$ cat src/rtl/btn_evt_pkg.sv
// ---------------------------------------------------------------------------
// btn_evt_pkg
//
// Shared definitions for the button event classifier:
//   - evt_code_t : 2-bit event code carried on the event bus
//   - EVT_*      : event code values (SHORT, DOUBLE, LONG, REPEAT)
//   - state_t    : classifier FSM state vector
//   - ST_*       : classifier FSM state encoding
//   - max3()     : constant helper used to size the shared tick counter
//
// No ports; imported by the interface, the buffer and the top module.
// ---------------------------------------------------------------------------
package btn_evt_pkg;

  // Event code presented to the UI/LCD control logic.
  typedef logic [1:0] evt_code_t;

  localparam evt_code_t EVT_SHORT  = 2'd0;
  localparam evt_code_t EVT_DOUBLE = 2'd1;
  localparam evt_code_t EVT_LONG   = 2'd2;
  localparam evt_code_t EVT_REPEAT = 2'd3;

  // Classifier FSM state vector and encoding. Plain constants (not an enum)
  // so the encoding stays visible to tools and legacy code that probe it.
  typedef logic [2:0] state_t;

  localparam state_t ST_IDLE   = 3'd0;  // waiting for a first press
  localparam state_t ST_PRESS1 = 3'd1;  // first press held, timing for LONG
  localparam state_t ST_WAIT2  = 3'd2;  // released, timing the double-click gap
  localparam state_t ST_PRESS2 = 3'd3;  // second press held, DOUBLE on release
  localparam state_t ST_HELD   = 3'd4;  // LONG already reported, wait for release

  // Largest of three integers; used at elaboration time only.
  function automatic int max3(input int a, input int b, input int c);
    int m;
    m = (a > b) ? a : b;
    return (m > c) ? m : c;
  endfunction

endpackage : btn_evt_pkg

$ cat src/rtl/btn_evt_if.sv
// ---------------------------------------------------------------------------
// btn_evt_if
//
// Event bus between the button event classifier and its consumer.
//   evt_valid  classifier -> consumer  an event is available
//   evt_code   classifier -> consumer  event code (see btn_evt_pkg::EVT_*)
//   evt_drop   classifier -> consumer  one-cycle pulse: an event was lost
//   evt_ready  consumer -> classifier  consumer takes the event this cycle
//
// Modports:
//   master : the classifier side (drives valid/code/drop, samples ready)
//   slave  : the consumer side (samples valid/code/drop, drives ready)
// ---------------------------------------------------------------------------
interface btn_evt_if;
  import btn_evt_pkg::*;

  logic      evt_valid;
  evt_code_t evt_code;
  logic      evt_drop;
  logic      evt_ready;

  modport master (
    output evt_valid,
    output evt_code,
    output evt_drop,
    input  evt_ready
  );

  modport slave (
    input  evt_valid,
    input  evt_code,
    input  evt_drop,
    output evt_ready
  );

endinterface : btn_evt_if

$ cat src/rtl/btn_evt_buffer.sv
// ---------------------------------------------------------------------------
// btn_evt_buffer
//
// One-entry valid/ready holding register for classified button events.
// A new event is accepted when the buffer is empty or when the held event
// is being transferred in the same cycle; otherwise the new event is
// discarded, the held event is left untouched and drop pulses for one cycle.
//
// Ports:
//   clk        in   system clock
//   rst        in   synchronous active-high reset
//   load       in   an event is offered this cycle
//   load_code  in   code of the offered event
//   ready      in   consumer accepts the held event (valid & ready)
//   valid      out  an event is held
//   code       out  held event code, stable while valid is high
//   drop       out  one-cycle pulse, the cycle after an event was discarded
// ---------------------------------------------------------------------------
module btn_evt_buffer
  import btn_evt_pkg::*;
(
  input  logic      clk,
  input  logic      rst,
  input  logic      load,
  input  evt_code_t load_code,
  input  logic      ready,
  output logic      valid,
  output evt_code_t code,
  output logic      drop
);

  // The held event leaves this cycle, so its slot is free for a new one.
  logic accept;
  assign accept = valid & ready;

  // NOTE: registered state uses non-blocking assignments so every flop
  // samples the pre-edge value of its inputs, independent of statement order.
  always_ff @(posedge clk) begin
    if (rst) begin
      valid <= 1'b0;
      code  <= EVT_SHORT;
      drop  <= 1'b0;
    end else begin
      drop <= 1'b0;
      if (load) begin
        if (!valid || accept) begin
          valid <= 1'b1;
          code  <= load_code;
        end else begin
          // Full and not draining: keep the older event, flag the loss.
          drop <= 1'b1;
        end
      end else if (accept) begin
        // Code is left as-is; it is only meaningful while valid is high.
        valid <= 1'b0;
      end
    end
  end

endmodule : btn_evt_buffer

$ cat src/rtl/button_event_classifier.sv
// ---------------------------------------------------------------------------
// button_event_classifier
//
// Turns debounced button activity into discrete user events:
//   SHORT  : press released before LONG_MS ticks, no re-press within
//            DOUBLE_GAP_MS ticks
//   DOUBLE : second press started within DOUBLE_GAP_MS ticks of a release,
//            reported when that second press is released
//   LONG   : press held for LONG_MS ticks
//   REPEAT : every REPEAT_MS ticks while still held after LONG
//            (only when BTN_AUTO_REPEAT_EN is defined)
// Events are handed to the consumer through a one-entry valid/ready buffer.
//
// Build option:
//   BTN_AUTO_REPEAT_EN  defined   -> HELD emits REPEAT every REPEAT_MS ticks
//                       undefined -> HELD only waits for release; code 3 is
//                                    never produced and REPEAT_MS is unused
//
// Parameters (in ticks of tick_1khz, each >= 2):
//   LONG_MS        hold time for LONG
//   DOUBLE_GAP_MS  maximum release-to-press gap for DOUBLE
//   REPEAT_MS      auto-repeat period after LONG
//
// Ports:
//   clk        in   system clock, single domain
//   rst        in   synchronous active-high reset
//   tick_1khz  in   one-cycle 1 kHz enable
//   btn_state  in   debounced level (1 = pressed)
//   btn_rise   in   one-cycle press pulse
//   btn_fall   in   one-cycle release pulse
//   evt        if   event bus, master side (evt_valid/evt_code/evt_drop out,
//                   evt_ready in)
// ---------------------------------------------------------------------------
module button_event_classifier
  import btn_evt_pkg::*;
#(
  parameter int LONG_MS       = 800,
  parameter int DOUBLE_GAP_MS = 250,
  parameter int REPEAT_MS     = 100
) (
  input  logic       clk,
  input  logic       rst,
  input  logic       tick_1khz,
  input  logic       btn_state,
  input  logic       btn_rise,
  input  logic       btn_fall,
  btn_evt_if.master  evt
);

  // One counter serves every timed state, so it is sized for the longest
  // interval any of them measures.
  localparam int CNT_MAX = max3(LONG_MS, DOUBLE_GAP_MS, REPEAT_MS);
  localparam int CNT_W   = $clog2(CNT_MAX + 1);

  localparam logic [CNT_W-1:0] CNT_SAT   = '1;
  localparam logic [CNT_W-1:0] LONG_LAST = CNT_W'(LONG_MS - 1);
  localparam logic [CNT_W-1:0] GAP_LAST  = CNT_W'(DOUBLE_GAP_MS - 1);
`ifdef BTN_AUTO_REPEAT_EN
  localparam logic [CNT_W-1:0] REP_LAST  = CNT_W'(REPEAT_MS - 1);
`endif

  state_t           state;
  state_t           state_nxt;
  logic [CNT_W-1:0] cnt;
  logic             cnt_clr;
  logic             emit;
  evt_code_t        emit_code;

  // The FSM state already tells which edge is meaningful (a rise only while
  // released, a fall only while pressed), so the level is not needed to
  // qualify the pulses; it is kept on the port for the debouncer contract.
  logic unused_btn_state;
  assign unused_btn_state = btn_state;

  // -------------------------------------------------------------------------
  // Next-state and event decode.
  // An edge pulse always wins over a coincident tick: the edge transition is
  // taken and that tick's threshold compare is skipped.
  // -------------------------------------------------------------------------
  always_comb begin
    // NOTE: every output of this block gets a default first, so no path
    // leaves a signal unassigned and no latch is inferred.
    state_nxt = state;
    cnt_clr   = 1'b0;
    emit      = 1'b0;
    emit_code = EVT_SHORT;

    case (state)
      ST_IDLE: begin
        if (btn_rise) state_nxt = ST_PRESS1;
      end

      ST_PRESS1: begin
        if (btn_fall) begin
          state_nxt = ST_WAIT2;
        end else if (tick_1khz && cnt == LONG_LAST) begin
          // This tick completes LONG_MS ticks of hold.
          emit      = 1'b1;
          emit_code = EVT_LONG;
          state_nxt = ST_HELD;
        end
      end

      ST_WAIT2: begin
        if (btn_rise) begin
          state_nxt = ST_PRESS2;
        end else if (tick_1khz && cnt == GAP_LAST) begin
          // Gap expired without a second press: it was a single click.
          emit      = 1'b1;
          emit_code = EVT_SHORT;
          state_nxt = ST_IDLE;
        end
      end

      ST_PRESS2: begin
        // A second press is never promoted to LONG; only its release matters.
        if (btn_fall) begin
          emit      = 1'b1;
          emit_code = EVT_DOUBLE;
          state_nxt = ST_IDLE;
        end
      end

      ST_HELD: begin
        if (btn_fall) begin
          state_nxt = ST_IDLE;
        end
`ifdef BTN_AUTO_REPEAT_EN
        else if (tick_1khz && cnt == REP_LAST) begin
          // Stay in HELD; restart the period for the next REPEAT.
          emit      = 1'b1;
          emit_code = EVT_REPEAT;
          cnt_clr   = 1'b1;
        end
`endif
      end

      default: begin
        state_nxt = ST_IDLE;
      end
    endcase
  end

  // -------------------------------------------------------------------------
  // State register and shared tick counter.
  // The counter restarts on every state change so each state measures time
  // from its own entry; it saturates instead of wrapping so a long stay in a
  // state that ignores it can never alias back onto a threshold.
  // -------------------------------------------------------------------------
  always_ff @(posedge clk) begin
    if (rst) begin
      state <= ST_IDLE;
      cnt   <= '0;
    end else begin
      state <= state_nxt;
      if (state_nxt != state || cnt_clr) begin
        cnt <= '0;
      end else if (tick_1khz && cnt != CNT_SAT) begin
        cnt <= cnt + 1'b1;
      end
    end
  end

  // -------------------------------------------------------------------------
  // Output holding register.
  // -------------------------------------------------------------------------
  btn_evt_buffer u_buffer (
    .clk       (clk),
    .rst       (rst),
    .load      (emit),
    .load_code (emit_code),
    .ready     (evt.evt_ready),
    .valid     (evt.evt_valid),
    .code      (evt.evt_code),
    .drop      (evt.evt_drop)
  );

endmodule : button_event_classifier

$ cat src/flat_wrapper.sv
// flat-port wrapper written by rule: the top's interface ports become plain ports
module button_event_classifier_flat import btn_evt_pkg::*;
#(
  parameter int LONG_MS       = 800,
  parameter int DOUBLE_GAP_MS = 250,
  parameter int REPEAT_MS     = 100
)
  (clk, rst, tick_1khz, btn_state, btn_rise, btn_fall, evt_evt_valid, evt_evt_code, evt_evt_drop, evt_evt_ready);
  btn_evt_if evt_i ();
  input  logic clk;
  input  logic rst;
  input  logic tick_1khz;
  input  logic btn_state;
  input  logic btn_rise;
  input  logic btn_fall;
  output wire logic [$bits(evt_i.evt_valid)-1:0] evt_evt_valid;
  output wire logic [$bits(evt_i.evt_code)-1:0] evt_evt_code;
  output wire logic [$bits(evt_i.evt_drop)-1:0] evt_evt_drop;
  input wire logic [$bits(evt_i.evt_ready)-1:0] evt_evt_ready;
  assign evt_evt_valid = evt_i.evt_valid;
  assign evt_evt_code = evt_i.evt_code;
  assign evt_evt_drop = evt_i.evt_drop;
  assign evt_i.evt_ready = evt_evt_ready;
  button_event_classifier #(.LONG_MS(LONG_MS), .DOUBLE_GAP_MS(DOUBLE_GAP_MS), .REPEAT_MS(REPEAT_MS)) u_core (.clk(clk), .rst(rst), .tick_1khz(tick_1khz), .btn_state(btn_state), .btn_rise(btn_rise), .btn_fall(btn_fall), .evt(evt_i));
endmodule
$ cat config.mk
export PLATFORM = sky130hd
export DESIGN_NAME = button_event_classifier_flat
export DESIGN_NICKNAME = d
export VERILOG_FILES = /design/src/rtl/btn_evt_pkg.sv /design/src/rtl/btn_evt_if.sv /design/src/rtl/btn_evt_buffer.sv /design/src/rtl/button_event_classifier.sv /design/src/flat_wrapper.sv
export SDC_FILE = /design/constraint.sdc
export NUM_CORES = 1
export LEC_CHECK = 0
export CAP_MARGIN = 10
export CORE_MARGIN = 3
export CORE_UTILIZATION = 30
export CTS_CLUSTER_SIZE = 40
export DETAILED_ROUTE_END_ITERATION = 7
export REMOVE_ABC_BUFFERS = 1
export SETUP_SLACK_MARGIN = 0.02
export SLEW_MARGIN = 40
export SYNTH_ARGS = -nofsm -noshare
export SYNTH_HDL_FRONTEND = slang
export SYNTH_SLANG_ARGS = --single-unit
$ cat constraint.sdc
create_clock -name clk -period 1.6 [get_ports clk]
set_clock_uncertainty 0.1 [all_clocks]
set_input_delay 0.16 -clock clk [delete_from_list [all_inputs] [get_ports clk]]
set_output_delay 0.16 -clock clk [all_outputs]
set_load 0.02 [all_outputs]
# Yosys cells after proc, flatten, opt, wreduce, memory -nomap -nowiden
# Cells that the tools add are included.
[word_totals]
output_inout_bits = 4
latchBits = 0
register_bits = 17
n_memories = 0
wordCells = 50
ram_bits = 0
romBits = 0
inputBits = 7
[classes]
addsub = 1
n_mul = 0
n_mux = 21
n_div = 0
reduce_logical = 12
n_lt_le_gt_ge = 0
bitwise_logic = 2
eq_ne = 9
shifts = 0
[op_table]
columns = ["operator", "count"]
rows = [
  ["2-to-1 mux 3 bit", 6],
  ["case mux 3 bit (4 select lines)", 1],
  ["adder 10 x 1 -> 10 bit (second input constant)", 1],
  ["== test 10 bit (second input constant)", 1],
  ["== test 10 x 8 -> 1 bit (second input constant)", 1],
  ["2-to-1 mux 1 bit", 10],
  ["inequality test 10 bit (second input constant)", 1],
  ["== test 3 x 2 -> 1 bit (second input constant)", 2],
  ["OR reduction 2 bit", 3],
  ["2-to-1 mux 2 bit", 2],
  ["case mux 2 bit (2 select lines)", 1],
  ["AND reduction 2 bit", 2],
  ["== test 3 x 1 -> 1 bit (second input constant)", 1],
  ["== test 3 bit (second input constant)", 1],
  ["logical AND 1 bit", 3],
  ["logical NOT 3 bit", 1],
  ["inequality test 3 bit", 1],
  ["case mux 1 bit (3 select lines)", 1],
  ["inequality test 2 bit (second input constant)", 1],
  ["nonzero test 2 bit", 1],
  ["bitwise AND 1 bit", 1],
  ["logical NOT 1 bit", 1],
  ["logical OR 1 bit", 1],
  ["inverter 1 bit", 1],
]

# Logic depth before layout (Yosys ltp)
# Gate-level depths: netlist of the first run.
[depth]
word_depth = 7
mapped_depth = 6
ltp_nobuf = 6

# Cells and area by module
# Synthesis of the first run repeated with hierarchy kept, for this count alone.
[hier_totals]
hier_cells = 118
hier_area_um2 = 1007.2
[modules_own_cells]
columns = ["mod", "instances", "area_each_um2", "cells_per_inst", "seq_area_each_um2"]
rows = [
  ["button_event_classifier", 1, 838.3, 103, 260.2],
  ["btn_evt_buffer", 1, 168.9, 15, 80.1],
]

# Worst setup path before layout of the first run
# No wires, ideal clock.
[synth_timing]
path_kind = "register -> register"
from = "register u_core.cnt[0]"
to = "register u_core.cnt[9]"
arrival_ns = 1.418
synth_period_minus_slack_ns = 1.645
stages_incl_launch_ff = 7
setup_ns = 0.127
setup_slack_ns = -0.045
path_buffers = 1
required_time_ns = 1.373
path_cell_list = "dfxtp_1 ha_1 and3_1 buf_6 a2111oi_4 xnor2_1 nor3_2"
[synth_between]
elab_chain_cells = 7
elab_cells_between_ends = 14
classes_between = "add/sub: 1; eq/ne: 4; mux: 5; reduce/logical: 4"
[synth_rtl]
columns = ["element", "line", "rtl"]
rows = [
  ["from (decl)", "button_event_classifier.sv:64", "logic [CNT_W-1:0] cnt;"],
  ["from (signal assigned)", "button_event_classifier.sv:159", "cnt <= cnt + 1'b1;"],
  ["== test 10 x 8 -> 1 bit / == test 10 bit (equally long branches)", "button_event_classifier.sv:107, button_event_classifier.sv:96", ""],
  ["logical AND 1 bit, on equally long branches", "button_event_classifier.sv:107, button_event_classifier.sv:96", ""],
  ["2-to-1 mux 3 bit, on equally long branches", "button_event_classifier.sv:107, button_event_classifier.sv:96", ""],
  ["2-to-1 mux 3 bit, on equally long branches", "button_event_classifier.sv:105, button_event_classifier.sv:94", ""],
  ["case mux 3 bit (4 select lines)", "button_event_classifier.sv:88", "case (state)"],
  ["inequality test 3 bit", "button_event_classifier.sv:156", "if (state_nxt != state || cnt_clr) begin"],
  ["OR reduction 2 bit (no line)", "--", ""],
]
# Parallel ways exist; a longest one is shown, timed or not.
# A chain may end at the register's enable or synchronous reset.

# Worst setup path after layout of the first run
[layout_timing]
from = "register u_core.cnt[0]"
to = "register u_core.cnt[6]"
# The elaborated chain is that of the path after synthesis.

==> impl_metrics.py, run 1 <==
metrics = {
    "power_and_ir_drop": {
        "p_leak_nw": 0.6037,
        "vdd_drop_max_v": 0.0005331,
        "power.density_nw_per_um2": 525.7,
        "p_total_mw": 0.9314,
    },
    "synth": {
        "ys_ff_latch": 17,
        "synth-async-reset-ratio": 0,
        "yosys-top-cells-area": "dfxtp_1, nand4_1, nor4b_4, a2111oi_2, buf_6",
        "seq_area_frac_synth": 0.2897,
        "synthTopCellsByCount": "dfxtp_1, a21oi_1, nand4_1",
        "synth_most_common_cell": "dfxtp_1",
        "netlist_area_um2": 1175,
        "synth_top_cell_by_area": "dfxtp_1",
        "yosysWarnings": 0,
        "yosysTopAreaCellShare": 0.2897,
        "synth_ff_type": "dfxtp_1",
        "postSynthAreaPerCell_um2": 9.552,
        "synth_edf_count": 0,
        "netlist_instances": 123,
        "synth.distinct_cells": 44,
    },
    "floorplan": {
        "start_util": 0.3162,
        "ios": 11,
        "core-area_um2": 3716,
        "die_w_um": 68.58,
        "fp.dieH_um": 68.58,
        "rows": 22,
        "die-area_um2": 4703,
    },
    "job": {
        "drv_cap": 0,
    },
    "global_routing": {
        "grt-ovfl-total": 0,
        "grt_max_degree": 11,
        "grt_pass1_wl_um": 5354,
        "grt.total_usage": 0.1507,
        "antenna_found_initial": 0,
        "grt_pass1_vias": 1142,
    },
    "drt": {
        "met1_length_um": 1495,
        "wl_met3_um": 76,
        "firstDrtPassIters": 4,
        "routed_wl_um": 3256,
        "met2WireLength_um": 1667,
        "antenna_left": 0,
        "drt_iter0_drc": 40,
        "num_vias": 1087,
        "wire_per_inst_um": 15.50,
        "dr.max_layer_used": "met4",
        "drc": 0,
        "via_per_inst": 5.176,
    },
    "worst_setup_path": {
        "crit_path_start_kind": "flip-flop",
        "critical_path_class": "flip-flop to flip-flop",
        "cp-end-kind": "flip-flop",
        "path_cells": "ha_4 -> and4_4 -> buf_6 -> o2111ai_4 -> xor2_1 -> nor3_1",
        "worst_ep_arrival_time_ns": 1.66,
        "cp.required_ns": 1.67,
        "worst-path-max-fanout": 4,
        "slowest_stage": "dfxtp_4",
        "cp_slowest_stage_delay_ns": 0.37,
    },
    "timing": {
        "finalHoldViolCount": 0,
        "finalMaxSlewViolations": 0,
        "rsz0062_at_grt": "yes",
        "post-route-period-util": 0.9950,
        "setup_viol": 0,
        "maxSlewHeadroom": 0.7857,
        "clock.fmax_mhz": 628.1,
        "fin_ws_ns": 0.008002,
        "finalCriticalPeriod_ns": 1.592,
        "tightest_slew_ns": 0.3201,
    },
    "clocking": {
        "htreeDepth": 1,
        "cts_tree": "yes",
        "ctsRootBufferMaster": "clkbuf_8",
        "clk_latency_ns": 0.25,
        "cts.path.max_buffers": 2,
        "cts_setup_buffers": 0,
        "cts_buffers": 3,
        "clk_pin_slew_ns": 0.07,
        "clock_sinks": 17,
    },
    "placement": {
        "place_area_um2": 1523,
        "portBuffers": 9,
        "post-place-ws_ns": -0.2960,
        "hpwl_um": 2259,
        "routabilityCongestion": 0.8616,
    },
    "cells_and_area": {
        "layout.nets": 172,
        "diodes": 0,
        "syn2layout_area_growth_pct": 50.80,
        "final_area_um2": 1772,
        "drive_gt1_frac": 0.4877,
    },
    "outcome": {
        "outcome": "completed",
    },
    "min_path": {
        "hp-class": "input port to flip-flop",
    },
}
power by group:
part           internal, mW  switching (mW)  total (mW)
clock                 0.173           0.152       0.324
sequential            0.432          0.0169       0.449
combinational        0.0811          0.0773       0.158
total                 0.685           0.246       0.931
critical path: cells and delay by family (launching register included):
family          cells  cell delay [ns]
fa+ha+maj           1             0.15
flops               1             0.37
compound gates      1             0.12
buf+inv             1             0.12
xor+xnor            1             0.18
simple gates        2             0.47
logic make-up after synthesis:
group / after synthesis / share of synthesized area
flip-flops: 17 / 0.2897
buffers and inverters: 14 / 0.07880
adder cells (fa/ha/maj): 2 / 0.02130
AND/OR/NAND/NOR: 58 / 0.3514
XOR/XNOR: 6 / 0.04473
AO/OA/AOI/OAI: 26 / 0.2141
final cells by class:
cell class,instances,area [um2]
inverters,4,15.01
fillers,351,1944
clock buffers,3,41.29
multi-input cells,93,913.4
well taps,48,60.06
flip-flops and latches,17,355.3
repair buffers,44,381.6
clock inverters,1,5.005
layer usage:
layer	vias up	GRT usage
met3	2	0.02431
met1	526	0.2027
met5	-	0
met2	14	0.2443
li1	545	-
met4	0	0.04715
through the flow:
step	setup TNS, ns	cells	hold slack (ns)	util
5_1_grt	-0.1333	210	0.4120	0.4768
6_report	0	210	0.3937	0.4768
2_1_floorplan	-0.07261	113	0.1246	-
4_1_cts	0	210	0.4041	0.4394
3_3_place_gp	-2.534	205	0.3936	0.4098
3_5_place_dp	-3.113	205	0.3858	0.4098
layout by cell type (no fill, tap or decap), types with 2 or more instances in the layout:
master,Yosys,final
nand4_4,2,2
dfxtp_4,0,2
dlymetal6s2s_1,0,2
inv_1,4,4
nor4b_4,2,3
nand4_1,8,8
nor4_4,0,2
buf_6,4,3
a21oi_1,8,7
clkdlybuf4s50_1,0,7
nand3_1,3,3
nor3_1,7,7
nor2b_1,2,2
and4_4,1,2
buf_4,1,31
xnor2_1,5,5
a31oi_1,3,3
nand4_2,1,2
and2_4,1,2
dfxtp_2,0,6
o21ai_0,3,3
nand2_1,7,7
dfxtp_1,17,9
nor2_1,6,6
a2111oi_4,1,3
clkbuf_8,0,3
nand2b_1,3,2
registers in the layout, indices dropped and copies added (netlist names):
name and count:
u_core.cnt 10, u_core.state 3, u_core.u_buffer.drop 1, u_core.u_buffer.code 2, u_core.u_buffer.valid 1
worst paths after layout:
kind | start | end | slack (ns) | cells after the start
max | u_core.cnt[0] | u_core.cnt[6] | 0.008 | 6
min reg2reg | u_core.u_buffer.code[0] | u_core.u_buffer.code[0] | 0.41 | 2
max reg2reg | u_core.cnt[0] | u_core.cnt[6] | 0.008 | 6
min | btn_fall | u_core.state[2] | 0.39 | 4
what timing repair did:
item / 4_1_cts / 5_1_grt
hold buffers: 0 / 0
resized for setup: 15 / 26
cloned: 1 / 0
pin swaps: 6 / 12
endpoints found under the setup margin: 14 / 12
Note: power is estimated with default switching activity, not from simulation.
==> run 2, diff against run 1 <==
- CORE_ASPECT_RATIO: unset -> 2
==> run 2 against run 1 <==
Sequential cell count unchanged. Critical path depth unchanged. Worst hold slack got worse by 0.11 ns. Wire length increased by 3.1%. Maximum frequency decreased by 0.50%. Clock power increased by 1%. Core utilization increased by 0.47 points. Global-route usage about the same. Largest power group unchanged. First-iteration DRC count decreased by 53%. Count of clock-buffer cells in the layout unchanged.
==> impl_metrics.py, run 2 (synthesized netlist as in run 1, its figures left out) <==
metrics = {
    "clocking": {
        "ctsRootBufferMaster": "clkbuf_8",
        "cts.path.max_buffers": 2,
        "clock_sinks": 17,
        "htreeDepth": 1,
        "cts_tree": "yes",
        "hold_buffers": 0,
        "clk_pin_slew_ns": 0.07,
        "clk_latency_ns": 0.25,
        "cts_buffers": 3,
    },
    "placement": {
        "post-place-ws_ns": -0.3248,
        "portBuffers": 9,
        "place_area_um2": 1494,
        "hpwl_um": 2447,
        "routabilityCongestion": 0.8273,
    },
    "global_routing": {
        "grt-ovfl-total": 0,
        "grt_max_degree": 11,
        "antenna_found_initial": 0,
        "grt_pass1_wl_um": 5423,
        "grt_pass1_vias": 1217,
        "grt.total_usage": 0.1505,
    },
    "worst_setup_path": {
        "worst-path-max-fanout": 3,
        "crit_path_start_kind": "flip-flop",
        "cp.required_ns": 1.65,
        "path_cells": "inv_2 -> ha_4 -> nor4b_4 -> nand4_1 -> and2_4 -> o221a_1",
        "timing.rr.end": "u_core.u_buffer.code[1]",
        "reg2reg_depth": 6,
        "r2r-start": "u_core.cnt[1]",
        "cp-end-kind": "flip-flop",
        "slowest_stage": "dfxtp_2",
        "cp_slowest_stage_delay_ns": 0.34,
        "rrSetupSlack_ns": 0.00002,
        "worst_ep_arrival_time_ns": 1.65,
        "critical_path_class": "flip-flop to flip-flop",
        "crit_start": "u_core.cnt[1]",
    },
    "drt": {
        "antenna_left": 0,
        "firstDrtPassIters": 4,
        "drt_iter0_drc": 19,
        "wire_per_inst_um": 15.98,
        "routed_wl_um": 3356,
        "met2WireLength_um": 2011,
        "drc": 0,
        "num_vias": 1127,
        "wl_met3_um": 73,
        "met1_length_um": 1153,
        "via_per_inst": 5.367,
        "dr.max_layer_used": "met4",
    },
    "cells_and_area": {
        "reg_top3": "u_core.cnt x10, u_core.state x3, u_core.u_buffer.code x2",
        "fill_cells": 340,
        "final_area_um2": 1774,
        "syn2layout_area_growth_pct": 51.01,
        "largest_register": "u_core.cnt",
        "largest_register_ffs": 10,
        "drive_gt1_frac": 0.5155,
        "final_common_cell": "buf_4",
        "layout.nets": 171,
        "final_cell_mix": "buf_4, nand4_1, clkdlybuf4s50_1, dfxtp_2, dfxtp_1",
        "diodes": 0,
    },
    "min_path": {
        "min_from": "btn_fall",
        "holdPathStages": 3,
        "hold_end": "u_core.state[2]",
        "hp-class": "input port to flip-flop",
    },
    "timing": {
        "fin_ws_ns": 0.00001998,
        "maxSlewHeadroom": 0.7471,
        "tightest_slew_ns": 0.3777,
        "clock.fmax_mhz": 625.0,
        "post-route-period-util": 1.000,
        "rsz0062_at_grt": "yes",
        "finalHoldViolCount": 0,
        "finalCriticalPeriod_ns": 1.600,
        "setup_viol": 0,
        "finalMaxSlewViolations": 0,
    },
    "floorplan": {
        "rows": 31,
        "core-area_um2": 3685,
        "ios": 11,
        "die-area_um2": 4749,
        "fp.dieH_um": 94.50,
        "start_util": 0.3188,
        "die_w_um": 50.25,
    },
    "power_and_ir_drop": {
        "p_leak_nw": 0.5976,
        "vdd_drop_max_v": 0.0002722,
        "power.density_nw_per_um2": 529.5,
        "p_total_mw": 0.9395,
    },
    "job": {
        "drv_cap": 0,
    },
    "outcome": {
        "outcome": "completed",
    },
}
## run 2: cell count changes in the layout (fill, tap and decap cells not counted), moves of 2 or more
cell / delta
buf_4: -2
dfxtp_2: +2
a31oi_1: -2
a31oi_2: +2
## run 2: final cells by class
| type | instances | area, um2 | area share |
|---|---|---|---|
| Clock buffer | 3 | 41.29 | 0.02327 |
| Clock inverter | 1 | 5.005 | 0.002821 |
| Inverter | 4 | 15.01 | 0.008463 |
| Multi-Input combinational cell | 93 | 913.4 | 0.5148 |
| Sequential cell | 17 | 354.1 | 0.1996 |
| Tap cell | 49 | 61.31 | 0.03456 |
| Timing Repair Buffer | 43 | 384.1 | 0.2165 |
## run 2: worst max-delay path: cells and delay by family, from the launching register on
family          cells  cell delay, ns
simple gates        3            0.62
flops               1            0.34
compound gates      1            0.24
fa+ha+maj           1            0.13
buf+inv             1            0.06
## run 2: report_power, final
group,internal [mW],switching (mW)
clock,0.173,0.155
combinational,0.0838,0.0820
sequential,0.433,0.0133
## run 2: repair_timing
action / in CTS / in global routing
pin swaps: 8 / 15
endpoints found under the setup margin: 12 / 15
resized for setup: 12 / 30
gates cloned: 1 / 0
endpoints found under the hold margin: 0 / 0
buffers inserted: 2 / 1
## run 2: through the flow
step / utilization / hold WS (ns) / setup TNS, ns / instances
global route: 0.4815 / 0.3082 / -0.1766 / 210
floorplan: - / 0.1246 / -0.07261 / 113
detailed placement: 0.4054 / 0.3851 / -2.879 / 202
global placement: 0.4054 / 0.3790 / -2.416 / 202
finish: 0.4815 / 0.2793 / 0 / 210
CTS: 0.4424 / 0.3942 / 0 / 209
## run 2: per-layer routing
layer,vias to the layer above,GRT usage
li1,546,-
met1,546,0.1252
met2,25,0.2937
met3,10,0.02844
met4,0,0.1155
met5,-,0
## run 2: worst max-delay path by stage
stage                                   end
detailed placement            u_core.cnt[8]
finish              u_core.u_buffer.code[1]
CTS                 u_core.u_buffer.code[1]
global route        u_core.u_buffer.code[1]
floorplan                     u_core.cnt[9]
global placement              u_core.cnt[8]
==> run 3, diff against run 2 <==
- MAX_ROUTING_LAYER: unset -> met4
==> run 3 against run 2 <==
Maximum frequency is essentially flat. Non-clock buffer count unchanged. Critical path depth is the same. Clock power barely moved. The run now ends with setup timing left. First-iteration DRC count increased by 26%. Worst hold slack better by 0.0016 ns.
==> impl_metrics.py, run 3 (synthesized netlist as in run 1, its figures left out) <==
metrics = {
    "outcome": {
        "violations": "setup timing",
        "outcome": "finished with violations",
    },
    "timing": {
        "finalMaxSlewViolations": 0,
        "rsz0062_at_grt": "yes",
        "fin_setup_tns_ns": -0.0005753,
        "finalHoldViolCount": 0,
        "finalCriticalPeriod_ns": 1.601,
        "tightest_slew_ns": 0.3787,
        "setup_viol": 1,
        "maxSlewHeadroom": 0.7465,
        "clock.fmax_mhz": 624.8,
        "fin_ws_ns": -0.0005753,
        "post-route-period-util": 1.000,
    },
    "drt": {
        "firstDrtPassIters": 4,
        "num_vias": 1118,
        "wire_per_inst_um": 15.87,
        "drc": 0,
        "antenna_left": 0,
        "drt_iter0_drc": 24,
        "routed_wl_um": 3332,
        "via_per_inst": 5.324,
    },
    "placement": {
        "dp_cells": 202,
        "hpwl_um": 2447,
        "portBuffers": 9,
        "post-place-ws_ns": -0.3248,
        "routabilityCongestion": 0.8399,
        "place_area_um2": 1494,
    },
    "global_routing": {
        "antenna_found_initial": 0,
        "grt_pass1_vias": 1216,
        "grt-ovfl-total": 0,
        "grt.total_usage": 0.1536,
        "grt_max_degree": 11,
        "grt_pass1_wl_um": 5402,
    },
    "cells_and_area": {
        "multi_input_area_um2": 913.4,
        "fill_cells": 340,
        "final_cell_mix": "buf_4, nand4_1, clkdlybuf4s50_1, dfxtp_2, dfxtp_1",
        "largest_register_ffs": 10,
        "final_area_um2": 1774,
        "reg_top3": "u_core.cnt x10, u_core.state x3, u_core.u_buffer.code x2",
        "final_common_cell": "buf_4",
        "seq_area_um2": 354.1,
        "syn2layout_area_growth_pct": 51.01,
        "drive_gt1_frac": 0.5155,
        "layout.nets": 171,
        "diodes": 0,
        "largest_register": "u_core.cnt",
        "fin_cells": 210,
    },
    "power_and_ir_drop": {
        "p_int_mw": 0.6896,
        "p_sw_frac": 0.2643,
        "p_comb_frac": 0.177,
        "vdd_drop_max_v": 0.0002721,
        "p_leak_nw": 0.5976,
        "power.share.clock": 0.347,
        "power_frac_seq": 0.476,
        "p_total_mw": 0.9374,
        "power.net_switching_mw": 0.2477,
        "power.density_nw_per_um2": 528.3,
    },
    "clocking": {
        "cts_tree": "yes",
        "clock_sinks": 17,
        "cts_buffers": 3,
        "ctsRootBufferMaster": "clkbuf_8",
        "cts.path.max_buffers": 2,
        "hold_buffers": 0,
        "clk_pin_slew_ns": 0.07,
        "htreeDepth": 1,
        "clk_latency_ns": 0.25,
    },
    "floorplan": {
        "fp.dieH_um": 94.50,
        "ios": 11,
        "rows": 31,
        "die_w_um": 50.25,
        "die-area_um2": 4749,
        "start_util": 0.3188,
        "core-area_um2": 3685,
    },
    "worst_setup_path": {
        "worst_ep_arrival_time_ns": 1.65,
        "crit_path_start_kind": "flip-flop",
        "critical_path_class": "flip-flop to flip-flop",
        "cp.required_ns": 1.65,
        "worst-path-max-fanout": 3,
        "r2r-start": "u_core.cnt[1]",
        "cp-end-kind": "flip-flop",
        "crit_start": "u_core.cnt[1]",
    },
    "min_path": {
        "hp-class": "input port to flip-flop",
        "min_from": "btn_fall",
    },
    "job": {
        "drv_cap": 0,
    },
}
run 3: layout make-up:
type / instances / share of cell area
repair buffers: 43 / 0.2165
multi-input cells: 93 / 0.5148
flip-flops and latches: 17 / 0.1996
clock buffers: 3 / 0.02327
inverters: 4 / 0.008463
clock inverters: 1 / 0.002821
well taps: 49 / 0.03456
run 3: stage by stage:
stage | util | hold slack [ns]
after CTS | 0.4424 | 0.3942
after global placement | 0.4054 | 0.3790
after detailed placement | 0.4054 | 0.3851
after floorplan | - | 0.1246
after global routing | 0.4815 | 0.3113
final | 0.4815 | 0.2808
run 3: path summary, 6_finish.rpt:
kind | slack (ns) | depth (start not counted) | end
worst max-delay path | -0.0006 | 6 | u_core.u_buffer.code[1]
worst min-delay path | 0.28 | 3 | u_core.state[2]
worst max register to register | -0.0006 | 6 | u_core.u_buffer.code[1]
worst min register to register | 0.39 | 2 | u_core.u_buffer.code[0]
run 3: power by group through the flow:
stage	sequential (mW)	clock (mW)	combinational (mW)
6_report	0.446	0.326	0.166
5_1_grt	0.446	0.355	0.177
4_1_cts	0.444	0.337	0.146
3_5_place_dp	0.452	0	0.133
3_3_place_gp	0.451	0	0.128
2_1_floorplan	0.458	0	0.0606
run 3: per-layer routing:
| layer | vias to the layer above | wire [um] | part of all wire | track usage |
|---|---|---|---|---|
| li1 | 547 | - | - | - |
| met1 | 541 | 1136 | 0.34 | 0.1252 |
| met2 | 20 | 2003 | 0.60 | 0.2937 |
| met3 | 10 | 72 | 0.022 | 0.02370 |
| met4 | 0 | 120 | 0.036 | 0.1155 |
| met5 | - | 0 | 0 | - |
run 3: critical path, stage by stage, from the launching register on:
cell     delay [ns]
dfxtp_2        0.34
inv_2          0.06
ha_4           0.13
nor4b_4        0.18
nand4_1        0.21
and2_4         0.23
o221a_1        0.24
run 3: repair_timing:
item                       4_1_cts  5_1_grt
pin swaps                        8       15
setup buffers                    2        1
cloned                           1        0
gates resized for setup         12       30
setup endpoints to repair       12       15
